### src/rtl/mtimer_pkg.sv
// rtl/mtimer_pkg.sv - register map constants and byte-merge helper for the machine timer
package mtimer_pkg;

    localparam logic [4:0] MTIMER_CTRL        = 5'h00;
    localparam logic [4:0] MTIMER_MTIME_LO    = 5'h04;
    localparam logic [4:0] MTIMER_MTIME_HI    = 5'h08;
    localparam logic [4:0] MTIMER_MTIMECMP_LO = 5'h0C;
    localparam logic [4:0] MTIMER_MTIMECMP_HI = 5'h10;
    localparam logic [4:0] MTIMER_PRESCALE    = 5'h14;
    localparam logic [4:0] MTIMER_FREQ        = 5'h18;

    localparam int MTIMER_CTRL_ENABLE_BIT  = 0;
    localparam int MTIMER_CTRL_PENDING_BIT = 1;

    localparam logic [63:0] MTIMER_MTIMECMP_RESET = 64'hFFFF_FFFF_FFFF_FFFF;
    localparam int          MTIMER_PRESCALE_W     = 16;

    // Byte-wise merge of a bus write into an existing 32-bit register
    function automatic logic [31:0] mtimer_merge_bytes(input logic [31:0] old_value,
                                                       input logic [31:0] new_value,
                                                       input logic [3:0]  strobe);
        logic [31:0] merged;
        merged = old_value;
        for (int b = 0; b < 4; b++) begin
            if (strobe[b]) begin
                merged[8*b +: 8] = new_value[8*b +: 8];
            end
        end
        return merged;
    endfunction

endpackage

### src/rtl/mtimer_prescaler.sv
// rtl/mtimer_prescaler.sv - prescale counter producing one mtime tick every PRESCALE+1 enabled cycles (built under MTIMER_PRESCALER_EN)
module mtimer_prescaler
    import mtimer_pkg::*;
(
    input  logic                         clock,
    input  logic                         reset_n,
    input  logic                         i_count_en,
    input  logic                         i_clear,
    input  logic [MTIMER_PRESCALE_W-1:0] i_prescale,
    output logic                         o_tick
);

    logic [MTIMER_PRESCALE_W-1:0] r_count;
    logic                         w_wrap;

    assign w_wrap = (r_count == i_prescale);
    assign o_tick = i_count_en && w_wrap;

    // Count enabled cycles, wrap on reaching PRESCALE; a PRESCALE rewrite restarts from 0
    always_ff @(posedge clock or negedge reset_n) begin
        if (!reset_n) begin
            r_count <= '0;
        end else if (i_clear) begin
            r_count <= '0;
        end else if (i_count_en) begin
            r_count <= w_wrap ? '0 : r_count + 1'b1;
        end
    end

endmodule

### src/rtl/mtimer_controller.sv
// rtl/mtimer_controller.sv - RISC-V machine timer (mtime/mtimecmp/irq) on the RVX bus; optional prescaler via MTIMER_PRESCALER_EN
module mtimer_controller
    import mtimer_pkg::*;
#(
    parameter int unsigned CLOCK_FREQUENCY = 12000000
) (
    input  logic        clock,
    input  logic        reset_n,
    input  logic        halt,
    input  logic [4:0]  address,
    input  logic        read_request,
    output logic [31:0] read_data,
    output logic        read_response,
    input  logic        write_request,
    input  logic [31:0] write_data,
    input  logic [3:0]  write_strobe,
    output logic        write_response,
    output logic        irq
);

    logic [63:0] r_mtime;
    logic [63:0] r_mtimecmp;
    logic [31:0] r_shadow;
    logic        r_enable;
    logic        r_irq;
    logic [31:0] r_read_data;
    logic        r_read_response;
    logic        r_write_response;

    logic [2:0]  w_word;
    logic        w_wr_ctrl;
    logic        w_wr_mtime_lo;
    logic        w_wr_mtime_hi;
    logic        w_wr_cmp_lo;
    logic        w_wr_cmp_hi;
    logic        w_rd_mtime_lo;
    logic        w_count_en;
    logic        w_tick;
    logic [31:0] w_prescale_rd;
    logic [31:0] w_ctrl_rd;
    logic [31:0] w_read_mux;
    logic        w_unused_addr;

    assign w_word        = address[4:2];
    assign w_unused_addr = ^address[1:0];

    assign w_wr_ctrl     = write_request && (w_word == MTIMER_CTRL[4:2]);
    assign w_wr_mtime_lo = write_request && (w_word == MTIMER_MTIME_LO[4:2]);
    assign w_wr_mtime_hi = write_request && (w_word == MTIMER_MTIME_HI[4:2]);
    assign w_wr_cmp_lo   = write_request && (w_word == MTIMER_MTIMECMP_LO[4:2]);
    assign w_wr_cmp_hi   = write_request && (w_word == MTIMER_MTIMECMP_HI[4:2]);
    assign w_rd_mtime_lo = read_request  && (w_word == MTIMER_MTIME_LO[4:2]);

    assign w_count_en = r_enable && !halt;

`ifdef MTIMER_PRESCALER_EN
    logic [MTIMER_PRESCALE_W-1:0] r_prescale;
    logic                         w_wr_prescale;

    assign w_wr_prescale = write_request && (w_word == MTIMER_PRESCALE[4:2]);
    assign w_prescale_rd = {16'd0, r_prescale};

    // PRESCALE register, byte-strobed on its low two bytes
    always_ff @(posedge clock or negedge reset_n) begin
        if (!reset_n) begin
            r_prescale <= '0;
        end else if (w_wr_prescale) begin
            r_prescale <= {write_strobe[1] ? write_data[15:8] : r_prescale[15:8],
                           write_strobe[0] ? write_data[7:0]  : r_prescale[7:0]};
        end
    end

    mtimer_prescaler u_prescaler (
        .clock      (clock),
        .reset_n    (reset_n),
        .i_count_en (w_count_en),
        .i_clear    (w_wr_prescale),
        .i_prescale (r_prescale),
        .o_tick     (w_tick)
    );
`else
    assign w_prescale_rd = '0;
    assign w_tick        = w_count_en;
`endif

    // mtime: a software write to either half wins over that cycle's tick, with no carry between halves
    always_ff @(posedge clock or negedge reset_n) begin
        if (!reset_n) begin
            r_mtime <= '0;
        end else if (w_wr_mtime_lo) begin
            r_mtime[31:0] <= mtimer_merge_bytes(r_mtime[31:0], write_data, write_strobe);
        end else if (w_wr_mtime_hi) begin
            r_mtime[63:32] <= mtimer_merge_bytes(r_mtime[63:32], write_data, write_strobe);
        end else if (w_tick) begin
            r_mtime <= r_mtime + 64'd1;
        end
    end

    // mtimecmp and CTRL.enable registers
    always_ff @(posedge clock or negedge reset_n) begin
        if (!reset_n) begin
            r_mtimecmp <= MTIMER_MTIMECMP_RESET;
            r_enable   <= 1'b1;
        end else begin
            if (w_wr_cmp_lo) begin
                r_mtimecmp[31:0] <= mtimer_merge_bytes(r_mtimecmp[31:0], write_data, write_strobe);
            end
            if (w_wr_cmp_hi) begin
                r_mtimecmp[63:32] <= mtimer_merge_bytes(r_mtimecmp[63:32], write_data, write_strobe);
            end
            if (w_wr_ctrl && write_strobe[0]) begin
                r_enable <= write_data[MTIMER_CTRL_ENABLE_BIT];
            end
        end
    end

    // Timer interrupt level, re-evaluated from the registered values every cycle
    always_ff @(posedge clock or negedge reset_n) begin
        if (!reset_n) begin
            r_irq <= 1'b0;
        end else begin
            r_irq <= (r_mtime >= r_mtimecmp);
        end
    end

    // CTRL read image
    always_comb begin
        w_ctrl_rd                          = '0;
        w_ctrl_rd[MTIMER_CTRL_ENABLE_BIT]  = r_enable;
        w_ctrl_rd[MTIMER_CTRL_PENDING_BIT] = r_irq;
    end

    // Read mux over pre-write register values
    always_comb begin
        w_read_mux = '0;
        case (w_word)
            MTIMER_CTRL[4:2]:        w_read_mux = w_ctrl_rd;
            MTIMER_MTIME_LO[4:2]:    w_read_mux = r_mtime[31:0];
            MTIMER_MTIME_HI[4:2]:    w_read_mux = r_shadow;
            MTIMER_MTIMECMP_LO[4:2]: w_read_mux = r_mtimecmp[31:0];
            MTIMER_MTIMECMP_HI[4:2]: w_read_mux = r_mtimecmp[63:32];
            MTIMER_PRESCALE[4:2]:    w_read_mux = w_prescale_rd;
            MTIMER_FREQ[4:2]:        w_read_mux = 32'(CLOCK_FREQUENCY);
            default:                 w_read_mux = '0;
        endcase
    end

    // Bus responses one cycle after the strobe; LO read snapshots the high half for a coherent HI read
    always_ff @(posedge clock or negedge reset_n) begin
        if (!reset_n) begin
            r_read_data      <= '0;
            r_read_response  <= 1'b0;
            r_write_response <= 1'b0;
            r_shadow         <= '0;
        end else begin
            r_read_data      <= read_request ? w_read_mux : '0;
            r_read_response  <= read_request;
            r_write_response <= write_request;
            if (w_rd_mtime_lo) begin
                r_shadow <= r_mtime[63:32];
            end
        end
    end

    assign read_data      = r_read_data;
    assign read_response  = r_read_response;
    assign write_response = r_write_response;
    assign irq            = r_irq;

endmodule

### config.mk
export PLATFORM = sky130hd
export DESIGN_NAME = mtimer_controller
export DESIGN_NICKNAME = d
export VERILOG_FILES = /design/src/rtl/mtimer_pkg.sv /design/src/rtl/mtimer_prescaler.sv /design/src/rtl/mtimer_controller.sv
export SDC_FILE = /design/constraint.sdc
export NUM_CORES = 1
export LEC_CHECK = 0
export ABC_AREA = 1
export ABC_CLOCK_PERIOD_IN_PS = 2500
export CELL_PAD_IN_SITES_DETAIL_PLACEMENT = 1
export CELL_PAD_IN_SITES_GLOBAL_PLACEMENT = 1
export CORE_MARGIN = 2
export CORE_UTILIZATION = 44
export CTS_BUF_LIST = sky130_fd_sc_hd__clkbuf_16
export DETAILED_ROUTE_END_ITERATION = 6
export GPL_ROUTABILITY_DRIVEN = 0
export HOLD_SLACK_MARGIN = 0.08
export PLACE_DENSITY = 0.84
export SLEW_MARGIN = 15
export SYNTH_ARGS = -nofsm -noshare
export SYNTH_HDL_FRONTEND = slang
export SYNTH_SLANG_ARGS = --single-unit
### constraint.sdc
create_clock -name clock -period 2.5 [get_ports clock]
set_input_delay 0.375 -clock clock [delete_from_list [all_inputs] [get_ports clock]]
set_output_delay 0.375 -clock clock [all_outputs]
set_load 0.03 [all_outputs]
==> flow_metrics.py <==
metrics = {
    "sta": {
        "fmax_mhz": 431,
        "relSlewSlack": 0.508,
        "hold_viol": 0,
        "min_period_ps": 2320,
        "clock_skew_ps": 16.3,
        "setup-violations-final": 0,
        "tightest_slew_ps": 731,
        "rsz0062_at_grt": "no",
        "timing.final.crit_share": 0.927,
        "drv_slew": 0,
    },
    "finish": {
        "fin_nets": 1844,
        "diodes": 0,
        "syn2layout_area_growth_pct": 17.5,
        "fillers": 3417,
        "post_route_cells_drive_above_1_share": 0.103,
        "fin_area_um2": 14100,
    },
    "placement": {
        "port-buffer-count": 78,
        "dp.final_hpwl_um": 34000,
        "dpl_cell_area_um2": 13500,
    },
    "flow_run": {
        "cap_violations": 0,
    },
    "synthesis": {
        "synth_area_leaders": "dfrtp_1, nand2_1, dfstp_2",
        "avgSynthCellArea_um2": 7.34,
        "ys_ff_latch": 196,
        "synthArstFlopShare": 1.00,
        "syn-cell-area_um2": 12000,
        "synth_edf_count": 0,
        "syn-num-nets": 1742,
        "ys_types": 38,
        "yosys_warnings": 0,
        "synth_top_area_frac": 0.274,
        "synth_largest_area_cell": "dfrtp_1",
        "synth_seq_area_share": 0.417,
        "ys.flop_type": "dfrtp_1",
        "syn_inst": 1631,
    },
    "clock_tree": {
        "cts_buffers": 17,
        "cts.clk_slew.worst_paths_ps": 90,
        "insertion_delay_ps": 460,
        "htreeDepth": 4,
        "post_cts_buffers": 0,
        "clockBufferDepth": 2,
        "cts_tree": "yes",
        "ctsRootBufferMaster": "clkbuf_16",
        "cts.sinks": 196,
    },
    "drt": {
        "drc": 0,
        "wl_per_cell_um": 21.4,
        "drt_iter0_drc": 883,
        "avgViaCountPerCell": 5.82,
        "drtAntennaViolNets": 0,
        "via_count": 12147,
        "dr.pass1.iters": 6,
        "wirelength_um": 44700,
    },
    "critical_path": {
        "cp-end-kind": "register",
        "regToRegSetupSlack_ps": 180,
        "crit_arrival_ps": 2700,
        "crit_path_max_fanout": 3,
        "ff2ff_path_depth": 8,
        "reg2reg_to": "irq",
        "path_class": "register to register",
        "cpMostUsedCell": "nand2_1",
        "cpPeakStageDelay_ps": 670,
        "crit_chain": "inv_1 > ha_1 > nand2_1 > nor4_1 > nand2_1 > nor3_1 > nand2_1 > nand2_1",
        "required_ps": 2880,
        "slowest_stage": "nor4_1",
        "critPathLaunchType": "register",
        "timing.rr.start": "r_mtimecmp[63]",
    },
    "worst_hold_path": {
        "hold_class": "input port to register",
        "hp-start": "read_request",
        "min_path_cells": 1,
        "whs_endpoint": "read_response",
    },
    "floorplan": {
        "io_pins": 81,
        "core-area_um2": 26800,
        "die_h_um": 169,
        "fp-row-count": 60,
        "fp.dieArea_um2": 28500,
        "start_util": 0.446,
        "fp.dieW_um": 169,
    },
    "grt": {
        "grt_use_total": 0.324,
        "grt_pass1_vias": 12761,
        "grt_max_degree": 67,
        "grt_antenna_before_repair": 0,
        "overflow": 0,
        "grt_pass1_wl_um": 70800,
    },
    "power": {
        "ir_worst_vdd_mv": 0.430,
        "p_per_area_nw_per_um2": 913,
        "p_leak_nw": 6.50,
        "total_power_w": 0.0128,
    },
    "run_status": {
        "status": "finished, final reports clean",
    },
}
==> state kept, by name (all words and copies together), names as in the netlist <==
register,count
irq,1
read_data,32
r_enable,1
r_mtimecmp,64
r_shadow,32
write_response,1
r_mtime,64
read_response,1
==> cell type report <==
cell class / count / area [µm²] / area share
clock buffers: 17 / 425 / 0.0303
clock inverters: 15 / 140 / 0.00997
inverters: 197 / 739 / 0.0526
multi-input cells: 1187 / 6010 / 0.427
flip-flops and latches: 196 / 4990 / 0.355
well taps: 341 / 427 / 0.0303
repair buffers: 134 / 1330 / 0.0948
==> per-layer routing <==
| metal | up-vias | wire (µm) | GRT usage | part of all wire |
|---|---|---|---|---|
| met1 | 6083 | 19000 | 0.413 | 0.42 |
| met2 | 421 | 21300 | 0.547 | 0.48 |
| met5 | - | 0 | 0 | 0 |
| li1 | 5546 | - | - | - |
| met4 | 0 | 1610 | 0.121 | 0.036 |
| met3 | 97 | 2790 | 0.0648 | 0.062 |
==> layout by cell type, fill, tap and decap left out, types with 2 or more instances in the layout <==
cell,netlist,final
nand2_1,461,460
inv_1,192,192
o21ai_0,162,162
nor2_1,150,149
dfrtp_1,131,131
a21oi_1,117,117
nand3_1,77,77
clkdlybuf4s50_1,0,77
ha_1,65,65
dfstp_2,65,65
buf_4,6,45
o22ai_1,19,19
o21ai_1,19,19
xor2_1,18,18
nand4_1,17,17
clkbuf_16,0,17
a221oi_1,15,15
buf_12,0,10
nand2_2,8,9
nor3_1,9,9
a31oi_1,8,8
o221ai_1,7,7
and2_1,6,6
inv_6,0,6
inv_2,4,4
a22oi_1,4,4
o21ai_2,4,4
o211ai_1,3,3
nor2_4,3,3
nor2_2,2,3
xnor2_1,3,3
clkinv_2,0,3
nor3_4,2,2
nor4_1,2,2
clkinv_4,0,2
inv_8,0,2
clkinv_8,0,2
==> what timing repair did <==
item	4_1_cts	5_1_grt
hold buffers	1	0
resized for setup	0	1
hold endpoints to repair	48	0
setup endpoints to repair	0	3
==> cell usage after synthesis (3+ instances only) <==
library cell	instances
nor2_4	3
nor3_1	9
dfstp_2	65
xor2_1	18
nand4_1	17
ha_1	65
dfrtp_1	131
inv_2	4
a21oi_1	117
o22ai_1	19
nand2_2	8
xnor2_1	3
nand3_1	77
o21ai_2	4
nand2_1	461
a31oi_1	8
o21ai_0	162
inv_1	192
and2_1	6
clkbuf_1	29
a221oi_1	15
o211ai_1	3
buf_2	16
nor2_1	150
a22oi_1	4
o21ai_1	19
o221ai_1	7
buf_4	6
==> critical path: cells and delay by family (launching register included) <==
kind	cells	cell delay (ps)
AND/OR/NAND/NOR	6	1360
flip-flops	1	550
adder cells (fa/ha/maj)	1	290
buffers and inverters	1	50
==> where the power goes <==
group          total (W)  switching (W)  internal, W  leakage, nW
sequential       0.00531        0.00106      0.00425         2.39
combinational    0.00475        0.00299      0.00175         3.83
clock            0.00278        0.00146      0.00132        0.283
total             0.0128        0.00551      0.00733         6.50
==> kinds of logic (layout without fill, tap and decap cells) <==
kind of cell / after synthesis / after routing / synth area share
DFF: 196 / 196 / 0.417
and+or+nand+nor: 739 / 739 / 0.253
xor gates and xnor gates: 21 / 21 / 0.0154
adders and majority gates: 65 / 65 / 0.0680
AOI/OAI and AO/OA: 362 / 362 / 0.166
buffers and inverters: 248 / 363 / 0.0814
==> how the worst max path moves through the flow <==
stage | from | to | cells after the start
finish | r_mtimecmp[63] | irq | 8
global route | r_mtime[1] | r_mtime[32] | 10
CTS | r_mtime[1] | r_mtime[32] | 10
detailed placement | address[4] | r_mtime[17] | 9
global placement | address[4] | r_mtime[20] | 9
floorplan | r_mtime[1] | r_mtime[32] | 10
==> per-stage QoR <==
stage	hold slack, ps	setup TNS (ps)	worst slack [ps]	utilization	cells
6_report	440	0	182	0.525	2087
5_1_grt	462	0	60.2	0.525	2087
4_1_cts	450	0	181	0.525	2087
3_5_place_dp	440	-1.19	-1.19	0.503	2054
3_3_place_gp	432	0	120	0.503	2054
2_1_floorplan	79.4	0	738	-	1631
(Power assumes the default switching activity.)
